[src/rtl/issue_slot_freelist.sv]
// Issue-queue slot free list: one allocation per cycle, mask-based returns.
// Define ISSUE_SLOT_FREELIST_RR_EN for round-robin selection; otherwise fixed priority from slot 0.
module issue_slot_freelist #(
  parameter int N     = 4,
  parameter int IDX_W = $clog2(N)
) (
  input  logic             clk,
  input  logic             rst_aL,
  input  logic             alloc_req,
  output logic             alloc_gnt,
  output logic [N-1:0]     alloc_onehot,
  output logic [IDX_W-1:0] alloc_idx,
  input  logic [N-1:0]     free_mask,
  output logic [IDX_W:0]   free_count,
  output logic             full,
  output logic             empty,
  output logic             err_dbl_free
);

  // Handshake: alloc_req is a per-cycle request with no hold requirement.
  // alloc_gnt is combinational from registered state in the same cycle. The slot
  // named by alloc_onehot/alloc_idx is owned from the next rising edge; when
  // alloc_gnt is low, alloc_onehot and alloc_idx are 0 and no state changes.

  logic [N-1:0]     free_vec_q, free_vec_d;
  logic [IDX_W:0]   free_count_q, free_count_d;
  logic             err_q, err_d;
  logic [IDX_W-1:0] base;
  logic [IDX_W-1:0] cand;
  logic [IDX_W-1:0] sel_idx;
  logic             sel_found;
  logic [N-1:0]     newly_freed;
  logic [IDX_W:0]   pop;

`ifdef ISSUE_SLOT_FREELIST_RR_EN
  logic [IDX_W-1:0] rr_ptr_q, rr_ptr_d;
  assign base = rr_ptr_q;
`else
  assign base = '0;
`endif

  // Scan from the highest offset down so the lowest offset from base wins.
  // The index sum wraps naturally because N is a power of two.
  always_comb begin
    sel_found = 1'b0;
    sel_idx   = '0;
    cand      = '0;
    for (int off = N - 1; off >= 0; off--) begin
      cand = base + IDX_W'(off);
      if (free_vec_q[cand]) begin
        sel_found = 1'b1;
        sel_idx   = cand;
      end
    end
  end

  always_comb begin
    alloc_gnt    = alloc_req & sel_found;
    alloc_onehot = '0;
    alloc_idx    = '0;
    if (alloc_gnt) begin
      alloc_onehot[sel_idx] = 1'b1;
      alloc_idx             = sel_idx;
    end
  end

  // Only slots that are actually in use count toward a return.
  always_comb begin
    newly_freed = free_mask & ~free_vec_q;
    pop         = '0;
    for (int i = 0; i < N; i++) begin
      pop = pop + (IDX_W + 1)'(newly_freed[i]);
    end
  end

  always_comb begin
    free_vec_d   = (free_vec_q & ~alloc_onehot) | free_mask;
    free_count_d = free_count_q - {{IDX_W{1'b0}}, alloc_gnt} + pop;
    err_d        = err_q | (|(free_mask & free_vec_q));
  end

`ifdef ISSUE_SLOT_FREELIST_RR_EN
  always_comb begin
    rr_ptr_d = rr_ptr_q;
    if (alloc_gnt) begin
      rr_ptr_d = sel_idx + IDX_W'(1);
    end
  end

  always_ff @(posedge clk or negedge rst_aL) begin
    if (!rst_aL) begin
      rr_ptr_q <= '0;
    end else begin
      rr_ptr_q <= rr_ptr_d;
    end
  end
`endif

  always_ff @(posedge clk or negedge rst_aL) begin
    if (!rst_aL) begin
      free_vec_q   <= '1;
      free_count_q <= (IDX_W + 1)'(N);
      err_q        <= 1'b0;
    end else begin
      free_vec_q   <= free_vec_d;
      free_count_q <= free_count_d;
      err_q        <= err_d;
    end
  end

  assign free_count   = free_count_q;
  assign full         = (free_count_q == '0);
  assign empty        = (free_count_q == (IDX_W + 1)'(N));
  assign err_dbl_free = err_q;

endmodule
[config.mk]
export PLATFORM = sky130hd
export DESIGN_NAME = issue_slot_freelist
export DESIGN_NICKNAME = d
export VERILOG_FILES = /design/src/rtl/issue_slot_freelist.sv
export SDC_FILE = /design/constraint.sdc
export NUM_CORES = 1
export LEC_CHECK = 0
export ABC_AREA = 1
export CAP_MARGIN = 10
export CORE_UTILIZATION = 38
export DETAILED_ROUTE_END_ITERATION = 16
export MAX_ROUTING_LAYER = met4
export PLACE_DENSITY = 0.72
export SLEW_MARGIN = 20
export SYNTH_ARGS = -nofsm -noshare
export SYNTH_HDL_FRONTEND = slang
export SYNTH_SLANG_ARGS = --single-unit
[constraint.sdc]
create_clock -name clk -period 2.6 [get_ports clk]
set_input_delay 0.78 -clock clk [delete_from_list [all_inputs] [get_ports clk]]
set_output_delay 0.78 -clock clk [all_outputs]
set_load 0.005 [all_outputs]
# After elaboration in Yosys (flattened, before gate mapping)
# Cells that the tools add are included.
[word_totals] latchBits=0 rom_bits=0 output_inout_bits=13 ram_bits=0 elab_cells=34 ff_bits=8 inputBits=7 mem_count=0
[op_classes] div_mod_pow=0 magnitude_cmp=2 n_shift=0 n_mux=12 n_eq_ne=1 multipliers=0 n_addsub=5 bitwise_logic=8 reduce_logical=3
[ops] operator="AND 4 bit" count=3
[ops] operator="2-to-1 mux 2 bit" count=5
[ops] operator="inverter 4 bit" count=2
[ops] operator="2-to-1 mux 1 bit" count=5
[ops] operator="2-to-1 mux 4 bit" count=1
[ops] operator="OR 4 bit" count=1
[ops] operator="OR reduction 4 bit" count=1
[ops] operator="adder 2 x 1 -> 3 bit" count=1
[ops] operator="adder 3 x 1 -> 3 bit" count=1
[ops] operator="adder 3 bit" count=1
[ops] operator="== test 3 bit (second input constant)" count=1
[ops] operator="logical NOT 3 bit" count=1
[ops] operator="< comparator 2 x 3 -> 1 bit (second input constant)" count=1
[ops] operator="subtractor 3 x 1 -> 3 bit" count=1
[ops] operator="adder 1 x 1 -> 2 bit" count=1
[ops] operator="demux 1 bit (select 2 bit)" count=1
[ops] operator="greater-or-equal comparator 2 x 1 -> 1 bit (second input constant)" count=1
[ops] operator="AND 1 bit" count=1
[ops] operator="logical AND 1 bit" count=1
[ops] operator="OR 1 bit" count=1

# Logic depth before layout (Yosys ltp)
[depth] word_depth=12 mapped_depth=15 ltp_nobuf=15

# Worst setup path after synthesis
# OpenSTA, ideal clock, no wires.
[synth_timing] kind="in2reg" startpoint="input alloc_req" endpoint="register free_count_q[2], in the netlist free_count[2]" n_path_buf=0 stages=13 t_arrival_ns=2.939 required_ns=2.528 setup_ns=0.072 setup_slack_ns=-0.411 cell_sequence="o21ai_1 > nand2_1 > ha_1 > inv_1 > fa_1 > fa_1 > fa_1 > inv_1 > nand2_1 > nand2_1 > nand2_1 > nand2_1 > inv_1"
[synth_via] elab_chain_len=3
[synth_rtl] element="from (decl)" line_no="9" text="input logic alloc_req,"
[synth_rtl] element="AND 1 bit" line_no="58" text="alloc_gnt = alloc_req & sel_found;"
[synth_rtl] element="via alloc_gnt" line_no="10" text="output logic alloc_gnt,"
[synth_rtl] element="subtractor 3 x 1 -> 3 bit" line_no="78" text="free_count_d = free_count_q - {{IDX_W{1'b0}}, alloc_gnt} + pop;"
[synth_rtl] element="adder 3 bit" line_no="78"
[synth_rtl] element="via free_count_d[2]" line_no="26" text="logic [IDX_W:0] free_count_q, free_count_d;"
[synth_rtl] element="to (signal assigned)" line_no="102" text="free_count_q <= (IDX_W + 1)'(N);"
[synth_rtl] element="to (signal assigned)" line_no="106" text="free_count_q <= free_count_d;"
[synth_rtl] element="to (decl)" line_no="26"
# The timed path passes the listed nets, and every way through them passes these cells.

# Worst setup path in the final report
[layout_timing] startpoint="input alloc_req" endpoint="register free_count_q[2], in the netlist free_count[2]"
[layout_via] elab_chain_len=3
[layout_rtl] element="AND 1 bit" line_no="58"
[layout_rtl] element="subtractor 3 x 1 -> 3 bit" line_no="78"
[layout_rtl] element="adder 3 bit" line_no="78"
[layout_rtl] element="via free_count_d[2]" line_no="26"
# The timed path passes the listed nets, and every way through them passes these cells.

==> results.toml <==
[status]
outcome = "finished with violations"
violations = "setup timing"

[timing]
setup_viol = 1
fin_crit_sh_pct = 103.1
fmaxAchievable_mhz = 373.0
skew_ps = 0.6204
hold_slack_ps = 491.1
slew-limit-headroom_pct = 72.97
worstMarginPinSlew_ps = 404.2
drv_slew = 0
rsz0062_at_grt = "yes"
fin_ws_ps = -81.20
hold_viol = 0
fin_crit_ps = 2681

[detailed_routing]
wirelength_um = 1485
wl_per_cell_um = 11.60
vias_per_cell = 4.695
vias = 601
ant_nets = 0
drt_iter0_markers = 7
drt_first_pass_iters = 4
route.detailed.drc = 0

[clock_network]
tritoncts = "yes"
clock_sink_count = 8
htree_levels = 1
numCtsBuffers = 3
clock_latency_ps = 250
ctsRootBufferMaster = "clkbuf_4"
clk_path_buf_depth = 2
clk_pin_slew_ps = 60

[synth]
synth_simple_gate_area_share_pct = 30.87
synth_top_family_by_area = "simple AND/OR/NAND/NOR gates"
synth_fa_ha_area_share_pct = 15.21
synth_compound_area_share_pct = 4.922
synth.cell_area_um2 = 559.3
synth_seq_area_share_pct = 36.91
synth_cell_types = 16
synthTopCellsByArea = "dfstp_2 (23%), nand2_1 (19%), dfrtp_1 (13%), fa_1 (11%), inv_1 (10%)"
yosys_warnings = 0
synth_top_area_share_pct = 23.49
avgSynthCellArea_um2 = 7.263
synth_cells = 77
yosysTopAreaCell = "dfstp_2"
synth-seq-cells = 8
synth_fp_nets = 89
synthXorXnorAreaFrac_pct = 0
synth.area.mux_share_pct = 0

[hold_path]
min_from = "err_dbl_free"
min_to = "err_dbl_free"
hold_depth = 2
hold_path_class = "reg2reg"

[critical_path]
crit_chain = "buf_8 -> nand2_2 -> nand2_2 -> ha_4 -> inv_2 -> fa_1 -> fa_2 -> fa_2 -> inv_2 -> nand2_1 -> nand2_1 -> nand2_1 -> nand2_1 -> inv_1"
critPathMaxStageDelay_ps = 470
cp_common_cell = "nand2_1"
worst-path-max-fanout = 4
r2r_start = "free_vec_q[2]"
arrival_ps = 2870
crit_buf_inv = 4
reg2reg_depth = 15
crit_family = "adder cells"
crit_path_end_kind = "flop"
r2r_slack_ps = -20
required_ps = 2790
cp-start-kind = "input port"
worstSetupPathType = "in2reg"
r2r_end = "free_count[2]"
crit_path_top_delay_cell = "fa_1"

[floorplanning]
initial_core_util_pct = 41.93
dieArea_um2 = 1629
fp.dieW_um = 40.37
io_pins = 20
fp.coreArea_um2 = 1334
row_count = 13
die_h_um = 40.37

[pwr]
p_leak_uw = 0.0005363
power_per_cell_area_nw_per_um2 = 624.9
finalPower_uw = 593.4
vdd_drop_max_mv = 0.4754

[global_route]
grt_pass1_vias = 580
antenna_found_initial = 0
grt_max_degree = 9
grt_pass1_wl_um = 2387
overflow = 0
track_usage_pct = 23.68

[placement]
dpl.hpwl_um = 1157
gp_congestion = 0.7588
place.port_buffers = 19

[job]
drv_cap = 0

[finish]
drive_gt1_share_pct = 36.28
area_growth_pct = 69.80
antennaDiodeCount = 0
final_nets = 126
==> per-stage QoR <==
| step | instance area [µm²] | setup WS [ps] | utilization, % | TNS [ps] | std cells |
|---|---|---|---|---|---|
| final | 949.7 | -81.20 | 71.20 | -81.20 | 128 |
| after global routing | 949.7 | -187.1 | 71.20 | -189.2 | 128 |
| after CTS | 942.2 | -88.35 | 70.64 | -88.35 | 128 |
| after detailed placement | 884.6 | -841.4 | 66.32 | -4618 | 122 |
| after global placement | 884.6 | -759.7 | 66.32 | -4309 | 122 |
| after floorplan | 593.1 | -134.6 | - | -145.9 | 77 |
==> cell families after synthesis <==
group | after synthesis
buf+inv | 18
compound gates | 5
flops | 8
fa+ha+maj | 5
simple gates | 41
==> synthesized netlist by cell type (all sizes together) <==
library cell	count
a21oi	2
dfrtp	3
dfstp	5
fa	3
ha	2
inv	18
nand2	28
nand3	2
nand4	2
nor2	8
nor3	1
o21ai	2
o21bai	1
==> worst reg2reg max path, cell delays in order, from the launching register on <==
cell and delay (ps):
dfstp_2 530, nor2_1 50, inv_2 60, nand2_2 70, nand2_2 90, ha_4 210
inv_2 50, fa_1 430, fa_2 380, fa_2 370, inv_2 70, nand2_1 40
nand2_1 60, nand2_1 50, nand2_1 50, inv_1 40
==> report_power, final <==
part	switching (µW)	internal, µW
clock network	49.3	59.1
logic	136	156
registers	33.1	161
total	218	375
==> worst max-delay path by stage <==
stage,startpoint,to,slack (ps),cells after the start
floorplan,alloc_req,free_count[2],-130,13
global placement,alloc_req,free_count[2],-760,14
detailed placement,alloc_req,free_count[2],-840,14
CTS,alloc_req,free_count[2],-90,14
global route,alloc_req,free_count[2],-190,14
finish,alloc_req,free_count[2],-80,14
==> state kept, by name (all words and copies together), names as in the netlist <==
signal        flops
free_vec_q        4
free_count        3
err_dbl_free      1
==> cells in the final DEF, fill, tap and decap left out, types with 2 or more instances in the layout <==
cell type and n:
nand4_1 2, clkdlybuf4s50_1 12, inv_2 6, dfrtp_1 3, inv_1 12, nor2_2 3
dfstp_2 5, a21oi_1 2, nand2_2 3, dlygate4sd2_1 2, dlymetal6s2s_1 3, fa_2 2
nor2_1 4, nand2_1 25, buf_4 13, clkbuf_4 3
==> layout make-up <==
class,instances,area [µm²]
Timing Repair Buffer,32,299.0
Sequential cell,8,206.4
Tap cell,15,18.77
Multi-Input combinational cell,51,331.6
Clock buffer,4,26.28
Inverter,18,67.56
Fill cell,115,384.1
==> layer usage <==
layer | part of all wire (%) | track usage (%) | vias up
met5 | 0 | - | -
met4 | 1.7 | 13.33 | 0
met3 | 2.9 | 4.444 | 4
met2 | 51 | 39.29 | 16
met1 | 44 | 26.25 | 276
li1 | - | - | 305
==> timing repair <==
action / CTS / global route
endpoints found under the setup margin: 10 / 4
setup buffers: 2 / 0
gates resized for setup: 17 / 3
pin swaps: 9 / 0
hold buffers: 0 / 0
Power figures use the tool's default switching activity.
